`src/rtl/axi4lite_slave_regs.sv`:
```
// rtl/axi4lite_slave_regs.sv - AXI4-Lite register-file slave; optional macro AXI_SLVERR_EN turns out-of-range responses into SLVERR
`default_nettype none

module axi4lite_slave_regs #(
    parameter int ADDR_WIDTH = 32,
    parameter int DATA_WIDTH = 32,
    parameter int NUM_REGS   = 8
) (
    input  logic                      ACLK,
    input  logic                      ARESET,
    // write address channel
    input  logic [ADDR_WIDTH-1:0]     AWADDR,
    input  logic                      AWVALID,
    output logic                      AWREADY,
    // write data channel
    input  logic [DATA_WIDTH-1:0]     WDATA,
    input  logic [DATA_WIDTH/8-1:0]   WSTRB,
    input  logic                      WVALID,
    output logic                      WREADY,
    // write response channel
    output logic [1:0]                BRESP,
    output logic                      BVALID,
    input  logic                      BREADY,
    // read address channel
    input  logic [ADDR_WIDTH-1:0]     ARADDR,
    input  logic                      ARVALID,
    output logic                      ARREADY,
    // read data channel
    output logic [DATA_WIDTH-1:0]     RDATA,
    output logic [1:0]                RRESP,
    output logic                      RVALID,
    input  logic                      RREADY
);

    localparam int STRB_W   = DATA_WIDTH / 8;
    localparam int ADDR_LSB = $clog2(STRB_W);
    localparam int IDX_W    = ADDR_WIDTH - ADDR_LSB;
    // comparison width wide enough to hold NUM_REGS (up to 256) without truncation
    localparam int CMP_W    = (IDX_W > 10) ? IDX_W : 10;
    localparam int REG_IW   = (NUM_REGS > 1) ? $clog2(NUM_REGS) : 1;

    localparam logic [1:0] RESP_OKAY = 2'b00;
`ifdef AXI_SLVERR_EN
    localparam logic [1:0] RESP_OOR  = 2'b10;
`else
    localparam logic [1:0] RESP_OOR  = 2'b00;
`endif

    // write-path states
    localparam logic [1:0] W_IDLE    = 2'd0;
    localparam logic [1:0] W_WAIT_AW = 2'd1;
    localparam logic [1:0] W_WAIT_W  = 2'd2;
    localparam logic [1:0] W_RESP    = 2'd3;

    // read-path states
    localparam logic [0:0] R_IDLE    = 1'b0;
    localparam logic [0:0] R_DATA    = 1'b1;

    logic [DATA_WIDTH-1:0] r_regs [NUM_REGS];

    logic [1:0]            r_wstate;
    logic [1:0]            w_wstate_nxt;
    logic [0:0]            r_rstate;
    logic                  r_ready_en;

    logic [IDX_W-1:0]      r_aw_idx;
    logic [DATA_WIDTH-1:0] r_wdata;
    logic [STRB_W-1:0]     r_wstrb;
    logic [1:0]            r_bresp;
    logic [DATA_WIDTH-1:0] r_rdata;
    logic [1:0]            r_rresp;

    logic                  w_aw_hs;
    logic                  w_w_hs;
    logic                  w_b_hs;
    logic                  w_ar_hs;
    logic                  w_r_hs;
    logic                  w_wr_fire;
    logic [IDX_W-1:0]      w_wr_idx;
    logic [DATA_WIDTH-1:0] w_wr_data;
    logic [STRB_W-1:0]     w_wr_strb;
    logic                  w_wr_in_range;
    logic [IDX_W-1:0]      w_ar_idx;
    logic                  w_ar_in_range;
    logic                  w_unused_lsbs;

    // byte-offset bits never select anything
    assign w_unused_lsbs = ^{AWADDR[ADDR_LSB-1:0], ARADDR[ADDR_LSB-1:0]};

    // channel handshake outputs; readiness is held off until the first edge after reset
    assign AWREADY = r_ready_en & ((r_wstate == W_IDLE) | (r_wstate == W_WAIT_AW));
    assign WREADY  = r_ready_en & ((r_wstate == W_IDLE) | (r_wstate == W_WAIT_W));
    assign BVALID  = (r_wstate == W_RESP);
    assign BRESP   = r_bresp;
    assign ARREADY = r_ready_en & (r_rstate == R_IDLE);
    assign RVALID  = (r_rstate == R_DATA);
    assign RDATA   = r_rdata;
    assign RRESP   = r_rresp;

    assign w_aw_hs = AWVALID & AWREADY;
    assign w_w_hs  = WVALID & WREADY;
    assign w_b_hs  = BVALID & BREADY;
    assign w_ar_hs = ARVALID & ARREADY;
    assign w_r_hs  = RVALID & RREADY;

    // a handshake happening this cycle supplies its payload directly, otherwise use the latched copy
    assign w_wr_idx  = w_aw_hs ? AWADDR[ADDR_WIDTH-1:ADDR_LSB] : r_aw_idx;
    assign w_wr_data = w_w_hs  ? WDATA : r_wdata;
    assign w_wr_strb = w_w_hs  ? WSTRB : r_wstrb;
    assign w_ar_idx  = ARADDR[ADDR_WIDTH-1:ADDR_LSB];

    assign w_wr_in_range = (CMP_W'(w_wr_idx) < CMP_W'(NUM_REGS));
    assign w_ar_in_range = (CMP_W'(w_ar_idx) < CMP_W'(NUM_REGS));

    // the write commits on exactly the edge that enters W_RESP
    assign w_wr_fire = (r_wstate != W_RESP) && (w_wstate_nxt == W_RESP);

    // write FSM next-state: collect AW and W in either order, then respond
    always_comb begin
        w_wstate_nxt = r_wstate;
        case (r_wstate)
            W_IDLE: begin
                if (w_aw_hs && w_w_hs) begin
                    w_wstate_nxt = W_RESP;
                end else if (w_aw_hs) begin
                    w_wstate_nxt = W_WAIT_W;
                end else if (w_w_hs) begin
                    w_wstate_nxt = W_WAIT_AW;
                end
            end
            W_WAIT_W: begin
                if (w_w_hs) begin
                    w_wstate_nxt = W_RESP;
                end
            end
            W_WAIT_AW: begin
                if (w_aw_hs) begin
                    w_wstate_nxt = W_RESP;
                end
            end
            default: begin
                if (w_b_hs) begin
                    w_wstate_nxt = W_IDLE;
                end
            end
        endcase
    end

    // ready enable: low in reset, high from the first rising edge afterwards
    always_ff @(posedge ACLK or posedge ARESET) begin
        if (ARESET) begin
            r_ready_en <= 1'b0;
        end else begin
            r_ready_en <= 1'b1;
        end
    end

    // write FSM state, payload latches and response code
    always_ff @(posedge ACLK or posedge ARESET) begin
        if (ARESET) begin
            r_wstate <= W_IDLE;
            r_aw_idx <= '0;
            r_wdata  <= '0;
            r_wstrb  <= '0;
            r_bresp  <= RESP_OKAY;
        end else begin
            r_wstate <= w_wstate_nxt;
            if (w_aw_hs) begin
                r_aw_idx <= AWADDR[ADDR_WIDTH-1:ADDR_LSB];
            end
            if (w_w_hs) begin
                r_wdata <= WDATA;
                r_wstrb <= WSTRB;
            end
            if (w_wr_fire) begin
                r_bresp <= w_wr_in_range ? RESP_OKAY : RESP_OOR;
            end
        end
    end

    // register file: byte-strobed update on write commit, out-of-range writes dropped
    always_ff @(posedge ACLK or posedge ARESET) begin
        if (ARESET) begin
            for (int i = 0; i < NUM_REGS; i++) begin
                r_regs[i] <= '0;
            end
        end else if (w_wr_fire && w_wr_in_range) begin
            for (int b = 0; b < STRB_W; b++) begin
                if (w_wr_strb[b]) begin
                    r_regs[REG_IW'(w_wr_idx)][b*8 +: 8] <= w_wr_data[b*8 +: 8];
                end
            end
        end
    end

    // read FSM: capture data on AR handshake (sees pre-write contents), hold until RREADY
    always_ff @(posedge ACLK or posedge ARESET) begin
        if (ARESET) begin
            r_rstate <= R_IDLE;
            r_rdata  <= '0;
            r_rresp  <= RESP_OKAY;
        end else begin
            case (r_rstate)
                R_IDLE: begin
                    if (w_ar_hs) begin
                        r_rstate <= R_DATA;
                        if (w_ar_in_range) begin
                            r_rdata <= r_regs[REG_IW'(w_ar_idx)];
                            r_rresp <= RESP_OKAY;
                        end else begin
                            r_rdata <= '0;
                            r_rresp <= RESP_OOR;
                        end
                    end
                end
                default: begin
                    if (w_r_hs) begin
                        r_rstate <= R_IDLE;
                    end
                end
            endcase
        end
    end

endmodule

`default_nettype wire
```
`config.mk`:
```
export PLATFORM = sky130hd
export DESIGN_NAME = axi4lite_slave_regs
export DESIGN_NICKNAME = d
export VERILOG_FILES = /design/src/rtl/axi4lite_slave_regs.sv
export SDC_FILE = /design/constraint.sdc
export NUM_CORES = 1
export LEC_CHECK = 0
export ABC_AREA = 1
export CORE_UTILIZATION = 45
export CTS_BUF_LIST = sky130_fd_sc_hd__clkbuf_8
export DETAILED_ROUTE_END_ITERATION = 10
export PLACE_DENSITY = 0.73
export SLEW_MARGIN = 0
export SYNTH_ARGS = -nofsm -noshare
export SYNTH_HDL_FRONTEND = slang
export SYNTH_SLANG_ARGS = --single-unit
```
`constraint.sdc`:
```
create_clock -name ACLK -period 15.2 [get_ports ACLK]
set_clock_uncertainty 0.15 [all_clocks]
set_input_delay 1.52 -clock ACLK [delete_from_list [all_inputs] [get_ports ACLK]]
set_output_delay 1.52 -clock ACLK [all_outputs]
set_load 0.01 [all_outputs]
```
==> results.md, run 1 <==
- The hold violation count in the final report came to 0.
- The number of gates given a new drive strength after cts is 0.
- The area overhead of the layout relative to synthesis is 16.9%.
- Of all nets on the critical path, the largest fanout is 191.
- The first global-routing pass estimated 79.2 mm of wire.
- The routed layout has 15,400 vias.
- For this run, the post-layout net count is 2,260.
- The number of top-level pins is 148.
- The total congestion overflow is 0.
- During synthesis, Yosys emitted a total of 0 warnings.
- The die is 196 microns tall.
- The worst hold path passes through 2 cells.
- Buffers added to address setup during post-CTS repair amount to 0.
- The critical path required time is 15,520 ps.
- The tightest min-delay check is of the reg2reg type.
- The most used flip-flop cell after synthesis is sky130_fd_sc_hd__dfrtp_1.
- The detailed router finished its first iteration with 1,829 violations.
- After detailed routing, the number of remaining DRC violations is 0.
- The post-synthesis cell area is 0.0169 sq mm.
- The core region is 0.0369 sq mm.
- STA puts the critical path data arrival time at 5670 ps.
- The H-tree depth is 2.
- Yosys mapped a number of flops with a built-in enable equal to 0.
- The number of antenna diodes is 0.
- The final worst-path cycle share is 35.2%.
- The number of instances in the synthesized netlist is 2,080.
- The filler cells instantiated in the layout total 3,417.
- The critical path in this run is classified as in2reg.
- Dividing the detail-routed via count by the number of cells gives 5.71.
- The run finished with clean final reports.
- For this design the ratio of total power to cell area is 135 mW/mm^2.
- At the end of routability-driven placement, the weighted congestion stood at 0.800.
- The final core utilization is 53.7%.
- Summed over all layers, the routed wires come to 49.0 mm.
- The post-detailed-route count of antenna-violating nets is 0.
- The half-perimeter wire length after detailed placement is 27.8 mm.
- During placement, the flow inserted port buffers numbering 139.
- The die covers 0.0384 sq mm.
- In this run the horizontal extent of the chip is 196 microns.
- The max-capacitance violation count is 0.
- The worst setup margin is 9850 ps.
- The launching point of the worst reg2reg path is r_ready_en.
- Prior to clock tree synthesis, the placed netlist has a worst setup slack of 9330 ps.
- Yosys mapped the design onto 31 distinct sky130hd cell types.
- The kind of end point of the critical path is a flop.
- The final setup TNS is 0 ps.
- The synthesized design contains 358 register bits.
- The standard-cell row count is 70.
- The static power due to leakage is 9.98 nW.
- On the final layout, the worst hold slack is 316 ps.
- Setup violations remaining at the end of the flow were counted as 0.
- In this run the most critical hold path is launched from r_regs[185].
- In the global route stage, met2 resource usage came out at 42.1%.
- The number of pins with negative max-slew slack in the final report is 0.
- The worst supply voltage drop on vdd is 0.000116 V.
- After synthesis, the share of flip-flops with an asynchronous set or reset is 100%.
- In this run the deepest clock path goes through 3 buffers.
- The worst hold endpoint is r_regs[185].
- The number of clock buffers inserted by TritonCTS is 59.
- For flop-to-flop paths, the worst setup slack is 10,630 ps.
- The maximum number of pins on one net before global-route repair is 192.
- For the finished layout, the period the worst path requires is 5350 ps.
- The met3 track demand over resource in global routing is 3.78%.
- The post-cts hold buffer count is 0.
- The maximum operating frequency is 187 MHz.
- Before antenna repair, the detailed router went through 6 iterations.
- For this run, the total global-route usage over all layers was measured as 25.6%.
- After detailed routing, the average wire length per cell comes to 18.1 microns.
- The clock sink count is 358.
- For met1 alone, demand over resource in global routing was 34.6%.
- In the final layout, the share of cells above drive strength 1 is 7.15%.
- The number of global-route vias before repair was 14,900.
- The cell at the root of the clock tree is sky130_fd_sc_hd__clkbuf_8.
- The initial utilization of the core area, before any placement, comes to 46.0%.
- The most used routing layer is met2.
- The number of antenna violations at the first check in global routing is 0.
- In this run the critical register-to-register path is captured at r_regs[65].
- After clock tree synthesis, the clock-pin slew on the worst setup and hold paths is 60 ps.
- For the worst-skew pair, the clock arrives at the later sink with an insertion delay of 610 ps.
- The critical path startpoint category is an input port.
- The synthesized area divided by synthesized cell count is 8.15 sq um.
- The worst-case reg-to-reg path depth is 14.
- The clock tree from TritonCTS is built.
- The worst-margin pin slew is 1200 ps.
- In this run the tightest slew margin relative to its limit is 19.9%.
- The share of the Yosys chip area taken by registers is 52.9%.
- Setup repair after global routing left no endpoint under its margin.
state kept, by name (all words and copies together), names as in the netlist:
name / cells
r_wstate: 2
r_aw_idx: 30
RVALID: 1
r_wstrb: 4
r_ready_en: 1
RDATA: 32
r_wdata: 32
r_regs: 256
layer usage:
| metal | vias up | wire length (microns) |
|---|---|---|
| met1 | 7421 | 20600 |
| met3 | 102 | 3740 |
| met2 | 643 | 23400 |
| li1 | 7254 | - |
| met4 | 0 | 1230 |
| met5 | - | 0 |
cells in the final DEF (no fill, tap or decap), types with 5 or more instances in the layout:
master                            count
sky130_fd_sc_hd__nand3_1             30
sky130_fd_sc_hd__nand4_1            279
sky130_fd_sc_hd__nor2_2               5
sky130_fd_sc_hd__inv_1               46
sky130_fd_sc_hd__conb_1               5
sky130_fd_sc_hd__o21ai_0            158
sky130_fd_sc_hd__clkbuf_8            78
sky130_fd_sc_hd__clkdlybuf4s50_1    137
sky130_fd_sc_hd__o221ai_1            60
sky130_fd_sc_hd__buf_4               27
sky130_fd_sc_hd__inv_2                8
sky130_fd_sc_hd__nand3_2             19
sky130_fd_sc_hd__nand2_1            776
sky130_fd_sc_hd__nor2_1             167
sky130_fd_sc_hd__dfrtp_1            358
how the worst max path moves through the flow:
stage                       start  slack, ps         end
final                     AWVALID       9850  r_regs[65]
after global routing      AWVALID       9470  r_regs[69]
after CTS                 AWVALID       9960  r_regs[78]
after detailed placement  AWVALID       9330  r_regs[78]
after global placement    AWVALID       9390  r_regs[77]
after floorplan            ARESET       3600    RDATA[0]
power breakdown:
part / leakage [nW] / internal [W] / switching (W)
Clock: 0.716 / 0.000504 / 0.000378
Sequential: 4.88 / 0.00104 / 0.0000257
Combinational: 4.38 / 0.000139 / 0.000581
synthesized netlist by cell type (all sizes together), types with 2 or more instances:
cell	count	share of area (%)
buf	58	1.7
conb	2	0.044
o22ai	2	0.074
or4	4	0.18
nand2	779	17
nor2	173	3.9
inv	37	0.82
clkbuf	100	2.2
a21oi	2	0.059
clkinv	2	0.044
nand3	49	2.0
nand4	279	10
o21ai	164	4.9
dfrtp	358	53
nor3	4	0.12
o221ai	60	3.1
worst max-delay path, stage by stage:
cell and delay (ps):
sky130_fd_sc_hd__clkdlybuf4s50_1 450, sky130_fd_sc_hd__buf_4 280, sky130_fd_sc_hd__nand3_1 110, sky130_fd_sc_hd__buf_4 290, sky130_fd_sc_hd__nand2_1 100, sky130_fd_sc_hd__nand2_1 80, sky130_fd_sc_hd__nor2_1 180, sky130_fd_sc_hd__nand2_1 80
sky130_fd_sc_hd__nor2_1 100, sky130_fd_sc_hd__nand2_1 90, sky130_fd_sc_hd__nor2_4 80, sky130_fd_sc_hd__buf_4 700, sky130_fd_sc_hd__buf_12 630, sky130_fd_sc_hd__nand3_1 530, sky130_fd_sc_hd__nand2_1 180, sky130_fd_sc_hd__nand2_1 70
kinds of logic after synthesis:
group	synth area share [%]
other	0.0443
AO/OA/AOI/OAI	8.32
AND/OR/NAND/NOR	34.0
flip-flops	52.9
buffers and inverters	4.81
cell type report:
class,count,area (sq um),share of cell area (%)
Clock inverter,25,176,0.891
Timing Repair Buffer,167,1620,8.17
Inverter,39,155,0.783
Sequential cell,358,8960,45.2
Multi-Input combinational cell,1528,7190,36.3
Clock buffer,78,1070,5.42
Tap cell,504,631,3.18
per-stage QoR:
stage               cell area, sq um  power (W)  std cells
CTS                            19800    0.00266       2699
detailed placement             18600    0.00178       2596
global route                   19800    0.00279       2699
floorplan                      17000    0.00154       2083
finish                         19800    0.00266       2699
global placement               18600    0.00176       2596
Power figures use the tool's default switching activity.
==> run 2, diff against run 1 <==
--- a/config.mk
+++ b/config.mk
@@ -9,7 +9,7 @@
 export CORE_UTILIZATION = 45
 export CTS_BUF_LIST = sky130_fd_sc_hd__clkbuf_8
 export DETAILED_ROUTE_END_ITERATION = 10
-export PLACE_DENSITY = 0.73
+export PLACE_DENSITY = 0.75
 export SLEW_MARGIN = 0
 export SYNTH_ARGS = -nofsm -noshare
 export SYNTH_HDL_FRONTEND = slang
==> constraint.sdc (replaced) <==
create_clock -name ACLK -period 4.4 [get_ports ACLK]
set_clock_uncertainty 0.15 [all_clocks]
set_input_delay 0.44 -clock ACLK [delete_from_list [all_inputs] [get_ports ACLK]]
set_output_delay 0.44 -clock ACLK [all_outputs]
set_load 0.01 [all_outputs]
==> results.md, run 2 (synthesized netlist as in run 1, its figures left out) <==
- The buffer depth of the longest clock path came to 3 (unchanged).
- The first-pass GRT wire length was 79.6 mm (+0.46%).
- The minimum clock period after layout is 3410 ps.
- The relative slew slack is 36.1% (+16 points).
- The vertical die dimension is 196 microns (unchanged).
- The final non-filler cell area is 0.0200 sq mm (+0.94%).
- The number of global-route vias before repair is 15,200 (+1.9%).
- The number of clock buffers inserted by TritonCTS is 58 (-1.7%).
- The number of vias after detailed routing is 15,700 (+1.8%).
- The total DRC errors in the routed layout is 0 (unchanged).
- The final worst-path cycle share is 77.6%.
- The post-detailed-route count of antenna-violating nets was 0 (unchanged).
- The number of antenna violations at the first check in global routing is 0 (unchanged).
- The maximum number of pins on one net before global-route repair is 161 (-16%).
- The final routed wire length divided by cell count is 18.1 microns (-0.48%).
- The static power due to leakage came to 10.1 nW (+1.0%).
- The first-pass iteration count of the detailed router is 5 (-1).
- The cell at the root of the clock tree is sky130_fd_sc_hd__clkbuf_8.
- The area overhead of the layout relative to synthesis is 18.0%.
- The final setup TNS is 0 ps (unchanged).
- TritonCTS built the clock tree.
- The final wirelength is 49.1 mm (+0.33%).
- The fraction of final layout cells sized beyond drive strength 1 is 8.07% (+0.92 points).
- The worst hold path belongs to the class in2reg.
- The horizontal die dimension is 196 microns (unchanged).
- The worst-margin pin slew came to 959 ps (-242 ps).
- The number of flip-flops in the largest register is 256 (unchanged).
- The half-perimeter wire length after detailed placement was 29.6 mm (+6.5%).
- The worst supply voltage drop on vdd is 0.000279 V (+140%).
- The clock sink count is 358 (unchanged).
- The placed cell area came to 0.0188 sq mm (+1.2%).
- The library cell used most frequently in the layout, excluding fill and tap cells, is sky130_fd_sc_hd__nand2_1.
- The net count reported at finish is 2,279 (+0.84%).
- STA classifies the critical path startpoint as a flop.
- The final-report setup violation count is 0 (unchanged).
- The standard-cell row count is 70 (unchanged).
- The clock insertion delay at the later pin of the skew report came to 600 ps (about the same).
- The power per unit of standard cell area is 459 mW/mm^2 (+240%).
- The total routing resource utilization after global routing came to 25.7% (+0.088 points).
- The number of fillers in the final layout came to 3,336 (-2.4%).
- The number of placed instances with taps included came to 2,615 (+0.73%).
- The final instance count without filler cells came to 2,721 (+0.82%).
- r_regs holds more flip-flops than any other register.
- The routed via count divided by cell count is 5.77 (+0.95%).
- The core outline area came to 0.0369 sq mm (unchanged).
- The total congestion overflow was 0 (unchanged).
- The maximum operating frequency is 293 MHz.
- The hold violation count in the final report was 0 (unchanged).
- The run finished with clean final reports.
- The number of cells on the worst hold path is 2 (unchanged).
- The weighted congestion at the end of routability-driven global placement is 0.863 (+7.9%).
- STA classifies the critical path endpoint as a flop.
- The critical path required time is 4750 ps (-10,770 ps).
- The number of DRC violations after detailed-routing iteration 0 is 1,921 (+5.0%).
- The post-CTS setup repair buffer count was 0 (unchanged).
- The number of top-level pins came to 148 (unchanged).
- The full die area came to 0.0384 sq mm (unchanged).
- The clock transition at the register clock pins on the worst setup and hold paths after CTS is 60 ps (about the same).
- The library cells used most frequently in the layout, excluding fill and tap cells, are sky130_fd_sc_hd__nand2_1, sky130_fd_sc_hd__dfrtp_1, sky130_fd_sc_hd__nand4_1, sky130_fd_sc_hd__nor2_1, sky130_fd_sc_hd__o21ai_0.
- The path type of the worst setup path is reg2reg.
- Setup repair after global routing left no endpoint under its margin.
- The initial core utilization is 46.0% (unchanged).
- The max-capacitance violation count is 0 (unchanged).
- The count of buffers inserted at the top-level ports is 139 (unchanged).
- The number of pins with negative max-slew slack in the final report is 0 (unchanged).
- The arrival time at the worst endpoint is 3760 ps (-1910 ps).
- The worst-case reg-to-reg path depth is 13 (-1).
- The final hold slack is 246 ps (-69.7 ps).
- The top fanout value on the critical path is 39 (-80%).
- The H-tree depth is 2 (unchanged).
- The number of antenna diodes is 0 (unchanged).
run 2: changes by cell type in the layout (fill, tap and decap cells not counted):
| cell | delta |
|---|---|
| sky130_fd_sc_hd__bufinv_16 | -2 |
| sky130_fd_sc_hd__clkinvlp_4 | +1 |
| sky130_fd_sc_hd__dlygate4sd3_1 | +1 |
| sky130_fd_sc_hd__inv_1 | -1 |
| sky130_fd_sc_hd__buf_12 | +6 |
| sky130_fd_sc_hd__clkinv_2 | +5 |
| sky130_fd_sc_hd__inv_8 | -1 |
| sky130_fd_sc_hd__buf_4 | +13 |
run 2: timing repair:
action,in CTS,in global routing
hold buffers,1,0
endpoints found under the hold margin,3,0
resized for setup,0,0
run 2: critical path, cell delays in order (launching register included):
cell	delay (ps)
sky130_fd_sc_hd__dfrtp_1	420
sky130_fd_sc_hd__inv_2	260
sky130_fd_sc_hd__nand3_1	110
sky130_fd_sc_hd__buf_4	280
sky130_fd_sc_hd__nand2_1	100
sky130_fd_sc_hd__nand2_1	80
sky130_fd_sc_hd__nor2_1	170
sky130_fd_sc_hd__nand2_1	90
sky130_fd_sc_hd__nor2_1	100
sky130_fd_sc_hd__nand2_1	90
sky130_fd_sc_hd__nor2_4	550
sky130_fd_sc_hd__nand3_1	620
sky130_fd_sc_hd__nand2_1	200
sky130_fd_sc_hd__nand2_1	70
run 2: where the power goes:
group          total, W  internal (W)  switching [W]
clock           0.00295       0.00163        0.00132
sequential      0.00367       0.00358      0.0000871
combinational   0.00255      0.000521        0.00203
total           0.00918       0.00573        0.00344
run 2: layer usage:
layer	vias to the layer above	GRT usage (%)	share of wire [%]
li1	7279	-	-
met5	-	0	0
met1	7553	34.1	41
met3	113	3.99	7.6
met4	0	10.4	2.9
met2	748	42.4	48
run 2: final timing paths:
| path | start | endpoint | slack, ps |
|---|---|---|---|
| min in group asynchronous | ARESET | RDATA[20] | 520 |
| max in group asynchronous | ARESET | r_regs[71] | 2420 |
| min | RREADY | RVALID | 250 |
| max | r_wstate[1] | r_regs[85] | 990 |
| max reg2reg | r_wstate[1] | r_regs[85] | 990 |
| min reg2reg | r_regs[40] | r_regs[40] | 320 |
run 2: area by class of cell:
cell class                      count  area (sq um)  share of cell area, %
Timing Repair Buffer              187          1850                   9.24
Tap cell                          504           631                   3.15
Inverter                           39           151                  0.757
Multi-Input combinational cell   1528          7190                   36.0
Sequential cell                   358          8960                   44.8
Clock buffer                       78          1070                   5.37
Clock inverter                     27           138                  0.688
run 2: through the flow:
stage,util [%],power [W],setup slack (ps)
2_1_floorplan,-,0.00533,-988
3_3_place_gp,50.9,0.00615,833
3_5_place_dp,50.9,0.00619,799
4_1_cts,54.2,0.00914,1010
5_1_grt,54.2,0.00959,733
6_report,54.2,0.00918,987
